--- src/rtl/sys1_load_sequencer_if.sv ---
// ioctl download bus from hps_io into the System 1 load sequencer.
// master drives the download stream, slave consumes it.
interface sys1_load_sequencer_if;
  logic        ioctl_download;
  logic        ioctl_wr;
  logic [7:0]  ioctl_index;
  logic [24:0] ioctl_addr;
  logic [7:0]  ioctl_dout;

  modport master (
    output ioctl_download,
    output ioctl_wr,
    output ioctl_index,
    output ioctl_addr,
    output ioctl_dout
  );

  modport slave (
    input ioctl_download,
    input ioctl_wr,
    input ioctl_index,
    input ioctl_addr,
    input ioctl_dout
  );
endinterface

--- src/rtl/sys1_load_sequencer.sv ---
// Routes the ioctl download stream to game ROM / SYSMODE / DIP registers and
// holds the System 1 game core in reset until a complete ROM image has settled.
module sys1_load_sequencer #(
  parameter logic [23:0] ROM_SIZE      = 24'h060000,
  parameter logic [15:0] SETTLE_CYCLES = 16'd4096
) (
  input  logic                        clk_sys,
  input  logic                        reset,
  sys1_load_sequencer_if.slave        ioctl,
  input  logic                        user_reset,
  output logic                        rom_we,
  output logic [24:0]                 rom_addr,
  output logic [7:0]                  rom_data,
  output logic [7:0]                  sysmode,
  output logic [63:0]                 dsw,
  output logic                        core_reset,
  output logic                        rom_valid,
  output logic                        short_load
);

  localparam logic [1:0] StIdle   = 2'd0;
  localparam logic [1:0] StLoad   = 2'd1;
  localparam logic [1:0] StSettle = 2'd2;
  localparam logic [1:0] StRun    = 2'd3;

  localparam logic [24:0] RomLimit   = {1'b0, ROM_SIZE};
  localparam logic [15:0] SettleLast = SETTLE_CYCLES - 16'd1;

  logic [1:0]  state_q, state_d;
  logic        dl_q, dl_d;
  logic        act_q, act_d;
  logic [7:0]  idx_q, idx_d;
  logic [24:0] byte_cnt_q, byte_cnt_d;
  logic [15:0] settle_q, settle_d;
  logic        rom_we_q, rom_we_d;
  logic [24:0] rom_addr_q, rom_addr_d;
  logic [7:0]  rom_data_q, rom_data_d;
  logic [7:0]  sysmode_q, sysmode_d;
  logic [63:0] dsw_q, dsw_d;
  logic        core_reset_q, core_reset_d;
  logic        rom_valid_q, rom_valid_d;
  logic        short_load_q, short_load_d;

  logic dl_rise, dl_fall, load_idx, wr_ok, rom_acc;

  always_comb begin
    dl_rise  = ioctl.ioctl_download & ~dl_q;
    dl_fall  = ~ioctl.ioctl_download & dl_q & act_q;
    load_idx = (ioctl.ioctl_index == 8'd0) || (ioctl.ioctl_index == 8'd1);
    wr_ok    = ioctl.ioctl_wr & act_q;
    rom_acc  = wr_ok && (idx_q == 8'd0) && (state_q == StLoad) &&
               (ioctl.ioctl_addr < RomLimit);

    state_d      = state_q;
    dl_d         = ioctl.ioctl_download;
    act_d        = ioctl.ioctl_download & (act_q | dl_rise);
    idx_d        = dl_rise ? ioctl.ioctl_index : idx_q;
    byte_cnt_d   = byte_cnt_q;
    settle_d     = settle_q;
    rom_we_d     = rom_acc;
    rom_addr_d   = rom_addr_q;
    rom_data_d   = rom_data_q;
    sysmode_d    = sysmode_q;
    dsw_d        = dsw_q;
    rom_valid_d  = rom_valid_q;
    short_load_d = short_load_q;

    if (rom_acc) begin
      rom_addr_d = ioctl.ioctl_addr;
      rom_data_d = ioctl.ioctl_dout;
      if (byte_cnt_q != '1) byte_cnt_d = byte_cnt_q + 25'd1;
    end
    if (wr_ok && (idx_q == 8'd1) && (ioctl.ioctl_addr == 25'd0)) begin
      sysmode_d = ioctl.ioctl_dout;
    end
    if (wr_ok && (idx_q == 8'd254) && (ioctl.ioctl_addr[24:3] == 22'd0)) begin
      dsw_d[{ioctl.ioctl_addr[2:0], 3'b000} +: 8] = ioctl.ioctl_dout;
    end

    unique case (state_q)
      StIdle: begin
        if (dl_rise && load_idx) state_d = StLoad;
      end
      StLoad: begin
        if (dl_fall) begin
          settle_d = '0;
          if (idx_q == 8'd0) begin
            // byte_cnt_d so a write landing on the falling-edge cycle still counts
            if (byte_cnt_d >= RomLimit) begin
              rom_valid_d = 1'b1;
              state_d     = StSettle;
            end else begin
              short_load_d = 1'b1;
              state_d      = StIdle;
            end
          end else begin
            state_d = rom_valid_q ? StSettle : StIdle;
          end
        end
      end
      StSettle: begin
        if (dl_rise && load_idx) begin
          state_d = StLoad;
        end else if (user_reset) begin
          settle_d = '0;
        end else if (settle_q == SettleLast) begin
          state_d = StRun;
        end else begin
          settle_d = settle_q + 16'd1;
        end
      end
      StRun: begin
        if (dl_rise && load_idx) begin
          state_d = StLoad;
        end else if (user_reset) begin
          state_d  = StSettle;
          settle_d = '0;
        end
      end
      default: state_d = StIdle;
    endcase

    if (dl_rise && load_idx && (state_q != StLoad) && (ioctl.ioctl_index == 8'd0)) begin
      rom_valid_d  = 1'b0;
      short_load_d = 1'b0;
      byte_cnt_d   = '0;
    end

    core_reset_d = (state_d != StRun);
  end

  // dl_q resets high so a download still in flight when reset drops is not seen as a new
  // rising edge; its remaining bytes are ignored until the next genuine edge.
  always_ff @(posedge clk_sys or posedge reset) begin
    if (reset) begin
      state_q      <= StIdle;
      dl_q         <= 1'b1;
      act_q        <= 1'b0;
      idx_q        <= '0;
      byte_cnt_q   <= '0;
      settle_q     <= '0;
      rom_we_q     <= 1'b0;
      rom_addr_q   <= '0;
      rom_data_q   <= '0;
      sysmode_q    <= '0;
      dsw_q        <= '0;
      core_reset_q <= 1'b1;
      rom_valid_q  <= 1'b0;
      short_load_q <= 1'b0;
    end else begin
      state_q      <= state_d;
      dl_q         <= dl_d;
      act_q        <= act_d;
      idx_q        <= idx_d;
      byte_cnt_q   <= byte_cnt_d;
      settle_q     <= settle_d;
      rom_we_q     <= rom_we_d;
      rom_addr_q   <= rom_addr_d;
      rom_data_q   <= rom_data_d;
      sysmode_q    <= sysmode_d;
      dsw_q        <= dsw_d;
      core_reset_q <= core_reset_d;
      rom_valid_q  <= rom_valid_d;
      short_load_q <= short_load_d;
    end
  end

  assign rom_we     = rom_we_q;
  assign rom_addr   = rom_addr_q;
  assign rom_data   = rom_data_q;
  assign sysmode    = sysmode_q;
  assign dsw        = dsw_q;
  assign core_reset = core_reset_q;
  assign rom_valid  = rom_valid_q;
  assign short_load = short_load_q;

endmodule

--- src/flat_wrapper.sv ---
// flat-port wrapper written by rule: the top's interface ports become plain ports
module sys1_load_sequencer_flat 
#(
  parameter logic [23:0] ROM_SIZE      = 24'h060000,
  parameter logic [15:0] SETTLE_CYCLES = 16'd4096
)
  (clk_sys, reset, user_reset, rom_we, rom_addr, rom_data, sysmode, dsw, core_reset, rom_valid, short_load, ioctl_ioctl_download, ioctl_ioctl_wr, ioctl_ioctl_index, ioctl_ioctl_addr, ioctl_ioctl_dout);
  sys1_load_sequencer_if ioctl_i ();
  input  logic clk_sys;
  input  logic reset;
  input  logic user_reset;
  output logic rom_we;
  output logic [24:0] rom_addr;
  output logic [7:0] rom_data;
  output logic [7:0] sysmode;
  output logic [63:0] dsw;
  output logic core_reset;
  output logic rom_valid;
  output logic short_load;
  input wire logic [$bits(ioctl_i.ioctl_download)-1:0] ioctl_ioctl_download;
  input wire logic [$bits(ioctl_i.ioctl_wr)-1:0] ioctl_ioctl_wr;
  input wire logic [$bits(ioctl_i.ioctl_index)-1:0] ioctl_ioctl_index;
  input wire logic [$bits(ioctl_i.ioctl_addr)-1:0] ioctl_ioctl_addr;
  input wire logic [$bits(ioctl_i.ioctl_dout)-1:0] ioctl_ioctl_dout;
  assign ioctl_i.ioctl_download = ioctl_ioctl_download;
  assign ioctl_i.ioctl_wr = ioctl_ioctl_wr;
  assign ioctl_i.ioctl_index = ioctl_ioctl_index;
  assign ioctl_i.ioctl_addr = ioctl_ioctl_addr;
  assign ioctl_i.ioctl_dout = ioctl_ioctl_dout;
  sys1_load_sequencer #(.ROM_SIZE(ROM_SIZE), .SETTLE_CYCLES(SETTLE_CYCLES)) u_core (.clk_sys(clk_sys), .reset(reset), .ioctl(ioctl_i), .user_reset(user_reset), .rom_we(rom_we), .rom_addr(rom_addr), .rom_data(rom_data), .sysmode(sysmode), .dsw(dsw), .core_reset(core_reset), .rom_valid(rom_valid), .short_load(short_load));
endmodule
--- config.mk ---
export PLATFORM = sky130hd
export DESIGN_NAME = sys1_load_sequencer_flat
export DESIGN_NICKNAME = d
export VERILOG_FILES = /design/src/rtl/sys1_load_sequencer_if.sv /design/src/rtl/sys1_load_sequencer.sv /design/src/flat_wrapper.sv
export SDC_FILE = /design/constraint.sdc
export NUM_CORES = 1
export LEC_CHECK = 0
export BUFFER_PORTS_ARGS = -buffer_cell sky130_fd_sc_hd__buf_2
export CAP_MARGIN = 20
export CORE_MARGIN = 10
export CORE_UTILIZATION = 45
export CTS_CLUSTER_SIZE = 24
export DETAILED_ROUTE_END_ITERATION = 8
export PLACE_DENSITY_LB_ADDON = 0.08
export SETUP_SLACK_MARGIN = 0.02
export SYNTH_ARGS = -nofsm -noshare
export SYNTH_HDL_FRONTEND = slang
export SYNTH_SLANG_ARGS = --single-unit
export TNS_END_PERCENT = 30
--- constraint.sdc ---
create_clock -name clk_sys -period 6.3 [get_ports clk_sys]
set_clock_uncertainty 0.1 [all_clocks]
set_input_delay 0.315 -clock clk_sys [delete_from_list [all_inputs] [get_ports clk_sys]]
set_output_delay 0.315 -clock clk_sys [all_outputs]
set_load 0.05 [all_outputs]
==> key figures <==
STA
  • Least-Margin Pin Slew: 1030 ps
  • Final worst path period share: 0.488
  • Setup_tns: 0 ps
  • Final setup viols: 0
  • Worst rel slew slack: 0.314
  • FMAX: 0.326 GHz
  • Final min period: 3070 ps
  • Final hold vios: 0
  • Slew Viols, Final: 0
  • RSZ-0062 raised after global routing: no

Place
  • Number of port buffers: 154
  • Placed insts: 943
  • Placer Congestion: 0.809
  • Hpwl dp: 12,700 µm

Clocking
  • CTS root buffer: clkbuf_16
  • CTS tree: yes
  • # H-tree levels: 4
  • Setup Fix Bufs, Post-CTS: 0
  • Clock buffer count from CTS: 17
  • Clock Path Buffers: 2
  • Clock transition at path regs: 60 ps
  • Clk Latency, worst-skew pair: 420 ps
  • Clock sink count: 162
  • Post_cts resized: 0

Synthesis
  • Synth top area share: 0.564
  • Yosys warns: 0
  • Mapped Area: 0.00710 mm²
  • Post-synth top flop: dfrtp_1
  • Dominant cell type by area after synthesis: dfrtp_1
  • Yosys reg bits: 162
  • Top post-synthesis cells by area: dfrtp_1 56%, mux2_2 16%, nand2_1 2.4%
  • Syn Nets: 649
  • Syn Area/Cell: 11.8 µm²
  • Synth unique cells: 49
  • Asr flop ratio synth: 1.00
  • EDFF count, synth: 0
  • Register area share after synthesis: 0.571
  • Syn Inst Count: 599

Final layout
  • Most common cell after layout, fill and taps aside: dfrtp_1
  • Layout cell share with drive strength beyond 1: 0.401
  • Most frequent cells in the layout: 160 x dfrtp_1, 154 x buf_2, 101 x mux2_2, 46 x nand2_1, 42 x nor2_1
  • Final #Nets: 803
  • Layout Cells excl Fill: 980
  • Synth-to-Final Area Change: 23.0%
  • Layout Utilization: 0.570

Drt
  • Drt first-iter violations: 241
  • ANT nets after route: 0
  • Vias per cell: 5.24
  • Routed len/inst: 18.0 µm
  • Vias post-DR: 5,136
  • DR pass1 iterations: 5
  • DRC viols: 0
  • Final WL: 17,700 µm

Worst setup path
  • Critical Path Max Stage Delay: 610 ps
  • CP top delay family: simple AND/OR/NAND/NOR gates
  • Critical Path Sink Type: flop
  • Crit Path Class: in2reg
  • Crit start category: input port
  • CP Data Required Time: 6480 ps
  • CP Buf/Inv Count: 2
  • Slowest cell on crit path: nor2b_1
  • CP Cell Sequence: dlygate4sd3_1 > buf_2 > nor2b_1 > nand3_1 > a31oi_1 > o31a_1 > nand4b_1 > xor2_1 > nor2_1
  • Max FO, Critical Path: 22
  • Arrival time worst endpoint: 3250 ps

Floorplan
  • Starting density of the core: 0.463
  • Core area: 0.0153 mm²
  • Die W: 146 µm
  • Die area: 0.0212 mm²
  • Ports: 155
  • Die H: 146 µm
  • FP Rows: 45

Status
  • Status: finished clean

Power and ir drop
  • PD cells: 259 mW/mm²
  • Comb power frac: 0.049
  • Switching power: 0.517 mW
  • Clock share of power: 0.479
  • Flop pwr share: 0.472
  • P_int: 1.74 mW
  • P_leak: 4.48 nW
  • Switch share: 0.229
  • Peak supply drop: 0.179 mV

Run
  • Max-cap violations: 0

Hold path
  • Worst Hold Class: in2reg

Global route
  • Largest net degree at the start of global routing: 92
  • Gr usage total: 0.166
  • Initial antenna violation count: 3
  • Grt ovf: 0
  • Vias in the first global route: 5,351
  • First-pass GRT wire length: 28,400 µm
## power by group through the flow
stage	clock [mW]	combinational [mW]	sequential, mW
after floorplan	0	0.0694	1.09
after global placement	0	0.109	1.09
after detailed placement	0	0.111	1.09
after CTS	1.10	0.113	1.07
after global routing	1.15	0.124	1.07
final	1.08	0.110	1.07
## synth_stat cells, types with 5 or more instances
library cell  instances
a21oi_1              16
and3_1                5
buf_1                 9
clkbuf_1             11
dfrtp_1             160
inv_1                12
mux2_2              101
nand2_1              46
nand3_1              22
nand3b_1              5
nand4_1              13
nor2_1               42
nor2b_1               9
nor3_1               15
nor4_1               10
o21ai_0              34
o31ai_1               5
or3_1                11
xnor2_1               6
xor2_1               12
## path summary, 6_finish.rpt
path	from	end	slack (ps)	cells past startpoint
max	ioctl_ioctl_download	u_core.settle_q[15]$_DFFE_PP0P_	3230	9
min	ioctl_ioctl_addr[16]	u_core.rom_addr[16]$_DFFE_PP0N_	40	2
max reg2reg	u_core.settle_q[0]$_DFFE_PP0P_	u_core.settle_q[15]$_DFFE_PP0P_	3390	8
min reg2reg	u_core.dsw[43]$_DFFE_PP0P_	u_core.dsw[43]$_DFFE_PP0P_	390	2
max in group asynchronous	reset	u_core.byte_cnt_q[16]$_DFF_PP0_	4140	4
min in group asynchronous	reset	u_core.byte_cnt_q[2]$_DFF_PP0_	510	3
## stage by stage
step	setup slack [ps]	hold slack, ps	total power, mW	cell area [µm²]
3_3_place_gp	3480	359	1.20	8080
3_5_place_dp	3390	358	1.20	8080
4_1_cts	3270	27.2	2.28	8720
6_report	3230	44.5	2.26	8730
2_1_floorplan	1510	219	1.16	7100
5_1_grt	2920	28.9	2.34	8730
## final cells by class
type / instances / area (µm²)
sequential: 162 / 4060
fill: 1348 / 6590
antenna: 3 / 7.51
inverter: 13 / 55.1
clock buffer: 20 / 457
timing repair buffer: 158 / 806
multi-input combinational: 401 / 2920
tap: 211 / 264
clock inverter: 12 / 166
## routing by layer
layer  share of wire  global-route usage  up-vias  wire [µm]
li1                -                   -     2442          -
met1            0.42               0.196     2528       7510
met2            0.49               0.270      139       8620
met3           0.067              0.0627       27       1180
met4           0.021              0.0586        0        377
met5               0                   0        -          0
## cell families after synthesis
logic type / share of synthesized area
xor+xnor: 0.0222
fa+ha+maj: 0.00705
compound gates: 0.0587
flops: 0.571
mux: 0.163
simple gates: 0.158
buf+inv: 0.0197
## registers in the layout, summed over array words and instances, names as in the netlist
register / cells
u_core.rom_we: 1
u_core.short_load: 1
u_core.core_reset: 1
u_core.rom_valid: 1
u_core.settle_q: 16
u_core.state_q: 2
u_core.rom_data: 8
u_core.byte_cnt_q: 25
u_core.dsw: 64
u_core.idx_q: 8
u_core.rom_addr: 25
u_core.dl_q: 1
u_core.sysmode: 8
u_core.act_q: 1
## timing repair
item / CTS / global route
endpoints found under the setup margin: 0 / 0
hold endpoints to repair: 7 / 0
hold buffers: 2 / 0
## worst register-to-register path, stage by stage, from the launching register on
cell and delay (ps):
dfrtp_1 380, ha_1 230, nand2_1 120, nor3_1 630, and3_1 300, o31a_1 560
nand4b_1 220, xor2_1 180, nor2_1 60
No activity file was read; power rests on OpenSTA's default activity.
